$ cat config.mk
export PLATFORM = sky130hd
export DESIGN_NAME = if_fetch_unit
export DESIGN_NICKNAME = d
export VERILOG_FILES = /design/src/rtl/if_fetch_unit.sv
export SDC_FILE = /design/constraint.sdc
export NUM_CORES = 1
export LEC_CHECK = 0
export CAP_MARGIN = 20
export CORE_MARGIN = 2
export CORE_UTILIZATION = 50
export CTS_CLUSTER_SIZE = 25
export DETAILED_ROUTE_END_ITERATION = 10
export PLACE_DENSITY = 0.8
export SETUP_SLACK_MARGIN = 0.3
export SLEW_MARGIN = 20
export SYNTH_ARGS = -nofsm -noshare
export SYNTH_HDL_FRONTEND = slang
export SYNTH_SLANG_ARGS = --single-unit
export TNS_END_PERCENT = 20
$ cat constraint.sdc
create_clock -name clk -period 8.6 [get_ports clk]
set_input_delay 1.72 -clock clk [delete_from_list [all_inputs] [get_ports clk]]
set_output_delay 1.72 -clock clk [all_outputs]
set_load 0.005 [all_outputs]
$ cat src/rtl/if_fetch_unit.sv
// Instruction-fetch stage: owns the PC, buffers completed fetches in a small
// FIFO and hands {pc, inst} pairs to decode. A branch redirects the PC, clears
// the buffer and inserts one bubble cycle so the in-flight stale fetch is dropped.
module if_fetch_unit #(
  parameter logic [31:0] RESET_PC   = 32'h0000_0000,
  parameter int          FIFO_DEPTH = 2
) (
  input  logic        clk,
  input  logic        rst,
  input  logic        rdy,
  input  logic        branch_flag_i,
  input  logic [31:0] branch_target_i,
  input  logic        if_stallreq_i,
  input  logic [31:0] if_inst_i,
  output logic [31:0] if_addr_o,
  input  logic        id_stall_i,
  output logic        id_valid_o,
  output logic [31:0] id_pc_o,
  output logic [31:0] id_inst_o
);

  localparam int PW = (FIFO_DEPTH > 1) ? $clog2(FIFO_DEPTH) : 1;
  localparam int CW = $clog2(FIFO_DEPTH + 1);
  localparam logic [CW-1:0] FULL_CNT = CW'(FIFO_DEPTH);

  typedef enum logic {FETCH, BUBBLE} state_t;

  state_t        state_q, state_d;
  logic [31:0]   pc_q, pc_d;
  logic [PW-1:0] rd_q, rd_d, wr_q, wr_d;
  logic [CW-1:0] cnt_q, cnt_d;
  logic [31:0]   pc_mem_q   [FIFO_DEPTH];
  logic [31:0]   inst_mem_q [FIFO_DEPTH];

  logic full, fetch_done, push, pop;

  assign full       = (cnt_q == FULL_CNT);
  assign id_valid_o = (cnt_q != '0);
  assign if_addr_o  = pc_q;
  // Head fields are forced to zero when nothing is buffered so ID never sees stale data.
  assign id_pc_o    = id_valid_o ? pc_mem_q[rd_q]   : 32'h0;
  assign id_inst_o  = id_valid_o ? inst_mem_q[rd_q] : 32'h0;

  // Next-state: branch wins over push/pop; a full buffer drops the completion and refetches.
  always_comb begin
    state_d    = state_q;
    pc_d       = pc_q;
    rd_d       = rd_q;
    wr_d       = wr_q;
    cnt_d      = cnt_q;
    fetch_done = 1'b0;
    push       = 1'b0;
    pop        = 1'b0;
    if (rdy) begin
      if (branch_flag_i) begin
        pc_d    = branch_target_i;
        state_d = BUBBLE;
        rd_d    = '0;
        wr_d    = '0;
        cnt_d   = '0;
      end else begin
        pop        = id_valid_o & ~id_stall_i;
        fetch_done = ~if_stallreq_i & (state_q == FETCH);
        push       = fetch_done & (~full | pop);
        state_d    = FETCH;
        if (push) begin
          wr_d = wr_q + 1'b1;
          pc_d = pc_q + 32'd4;
        end
        if (pop) rd_d = rd_q + 1'b1;
        cnt_d = cnt_q + CW'(push) - CW'(pop);
      end
    end
  end

  // Control state register with synchronous reset.
  always_ff @(posedge clk) begin
    if (rst) begin
      state_q <= FETCH;
      pc_q    <= RESET_PC;
      rd_q    <= '0;
      wr_q    <= '0;
      cnt_q   <= '0;
    end else begin
      state_q <= state_d;
      pc_q    <= pc_d;
      rd_q    <= rd_d;
      wr_q    <= wr_d;
      cnt_q   <= cnt_d;
    end
  end

  // Buffer storage; contents are only meaningful while counted, so no reset needed.
  always_ff @(posedge clk) begin
    if (!rst && push) begin
      pc_mem_q[wr_q]   <= pc_q;
      inst_mem_q[wr_q] <= if_inst_i;
    end
  end

endmodule

==> metrics <==
Reg2Reg Depth=5; Worst Setup Start Kind=primary input; crit path capture=pc_mem_q[1][6]$_DFFE_PP_; Total GRT Usage=22.7%; HPWL Detailed=11300 um; Max FO, Critical Path=64; pin count of the biggest net entering global routing=65; Horiz. Die Dim=124 um; Initial DRC Count=639; leakage power=3.07 nW; Post-CTS Resized=0; Worst R2R Setup Slack=6010 ps; reg2reg start=cnt_q[0]$_SDFFE_PP0P_; Pwr Density=187 nW/um^2; remaining antenna violation count=0; first-pass GRT wire length=26400 um; Worst Path Class, Setup=primary input to flip-flop; vias per cell=5.71; synth cell count leaders=128 x edfxtp_1, 99 x nor2_1, 66 x mux2i_1, 38 x dfxtp_1, 31 x a21oi_1; GP Congestion=0.947; worst-path cell chain=clkdlybuf4s50_1 > buf_4 > inv_1 > and3_1 > nand2_1 > nor3b_2 > buf_4; met2 wire length=8340 um; Inserted Diodes=0; Top FF cell, synth=edfxtp_1; CTS Hold Buffers Added=0; clk_lat worst skew=420 ps; final worst slack=4180 ps; setup TNS=0 ps; pre-CTS setup slack=3820 ps; CTS Buf Count=17; share of layout cells above drive strength 1=5.94%; Post-Syn Area=7160 um^2; Synth top area share=53.7%; Synth-to-Final Area Change=32.8%; Cell Int Power=1.39 mW; uppermost layer routed=met4; CP Capture Type=flip-flop; clock root cell=clkbuf_16; routed length per instance=18.5 um; Worst EP arrival=4470 ps; Vias=5360; Final Critical Period=4420 ps; clk slew on worst S/H paths=60 ps; Detailed Routing Iterations Pass 1=5; Comb pwr share=8.4%; Nets=818; antenna violations before repair=0; Critical path origin=branch_flag_i; max_cap viols=0; synth warn=0; register bit total from synthesis=166; Hold WC Path Type=flip-flop to flip-flop; syn avg cell area=12.1 um^2; Syn Nets=664; clock buffer depth=2; FMAX=226 MHz; Die Height=124 um; WL final=17300 um; post-synthesis sequential area ratio=64.3%; fraction of registers with async set/reset=0%; RSZ-0062 raised after global routing=no; vias in the first global route=5068; CP max stage cell=buf_4; Synth area leaders=edfxtp_1 54%, dfxtp_1 11%, mux2i_1 9.2%; Slew Viols, Final=0; drc violations=0; CTS sink count=166; count of cell types in the netlist=51; FF-to-FF End=pc_mem_q[1][6]$_DFFE_PP_; slowest stage delay, CP=670 ps; WL met3=1250 um; final setup fails=0; row count=43; die area=15300 um^2; remaining global-route overflow=0; Slew @ Worst Pin=1110 ps; Data required, critical path=8640 ps; initial core utilization=51.4%; Hold Vio Cnt, Final=0; CTS tree=built; boundary pin count=167; Max-slew headroom=26.1%; top-count cell post-synth=edfxtp_1; sequential power share=50.6%; Mapped Cells=591; Std-Cell Core Area=13900 um^2; Final Cycle Share=51.5%; H-tree Lvls=4; sw frac=22.3%; setup bufs post-CTS=0; EDFF count, synth=128; Clock Skew=6.94 ps; Synth area leader=edfxtp_1; clock group share of total power=41.0%; Metal-1 WL=7520 um; Psw=0.397 mW; status=finished, final reports clean; CP dominant cell by count=buf_4; Peak VDD IR=116 uV; IO Port Bufs=166
==> cells in the final DEF (no fill, tap or decap), drive strengths merged, types with 13 or more instances in the layout <==
cell           count
mux2i             66
nor2              99
clkdlybuf4s50    166
dfxtp             38
o21ai             21
nand3             19
clkbuf            22
a21oi             31
edfxtp           128
nor3              13
nand2             29
==> registers in the layout, summed over array words and instances (netlist names), named ones only <==
name	cells
rd_q	1
pc_mem_q	64
inst_mem_q	64
state_q	1
cnt_q	2
if_addr_o	32
wr_q	1
==> worst min-delay path by stage <==
stage                                    from                        to  cells past startpoint
global placement         state_q$_SDFFE_PP0P_      state_q$_SDFFE_PP0P_                      2
floorplan                state_q$_SDFFE_PP0P_      state_q$_SDFFE_PP0P_                      2
finish                   state_q$_SDFFE_PP0P_      state_q$_SDFFE_PP0P_                      2
global route        if_addr_o[1]$_SDFFE_PP0P_  pc_mem_q[0][1]$_DFFE_PP_                      0
CTS                      state_q$_SDFFE_PP0P_      state_q$_SDFFE_PP0P_                      2
detailed placement       state_q$_SDFFE_PP0P_      state_q$_SDFFE_PP0P_                      2
==> layer usage <==
layer	GRT usage, %	vias to the layer above
li1	-	2537
met1	31.1	2557
met2	37.1	248
met3	4.44	18
met4	6.32	0
met5	0	-
==> layout make-up <==
type / count / area [um^2]
Timing Repair Buffer: 172 / 1710
Clock buffer: 22 / 475
Sequential cell: 166 / 4610
Inverter: 5 / 18.8
Fill cell: 995 / 4420
Multi-Input combinational cell: 383 / 2390
Clock inverter: 10 / 92.6
Tap cell: 180 / 225
==> metrics by stage <==
| step | power [mW] | util (%) | instance area, um^2 | cells | hold slack (ps) |
|---|---|---|---|---|---|
| CTS | 1.79 | 68.3 | 9520 | 938 | 491 |
| finish | 1.78 | 68.3 | 9520 | 938 | 492 |
| detailed placement | 1.07 | 64.2 | 8950 | 906 | 483 |
| global placement | 1.06 | 64.2 | 8950 | 906 | 469 |
| floorplan | 0.975 | - | 7160 | 591 | 458 |
| global route | 1.84 | 68.3 | 9520 | 938 | 530 |
==> worst max-delay path, delay by kind of cell <==
kind                   cells  cell delay [ps]
buffers and inverters      4             1800
and+or+nand+nor            3              880
==> kinds of logic after synthesis <==
logic type,count (synthesis),synth area share [%]
mux,67,9.38
compound gates,100,8.82
flops,166,64.3
xor+xnor,7,0.856
simple gates,206,13.5
buf+inv,42,2.64
fa+ha+maj,3,0.524
==> power by group through the flow <==
stage | logic, mW | registers [mW] | clock network [mW]
6_report | 0.150 | 0.903 | 0.731
3_3_place_gp | 0.145 | 0.918 | 0
2_1_floorplan | 0.0618 | 0.913 | 0
5_1_grt | 0.162 | 0.906 | 0.769
4_1_cts | 0.150 | 0.902 | 0.737
3_5_place_dp | 0.148 | 0.920 | 0
Note: power is estimated with default switching activity, not from simulation.
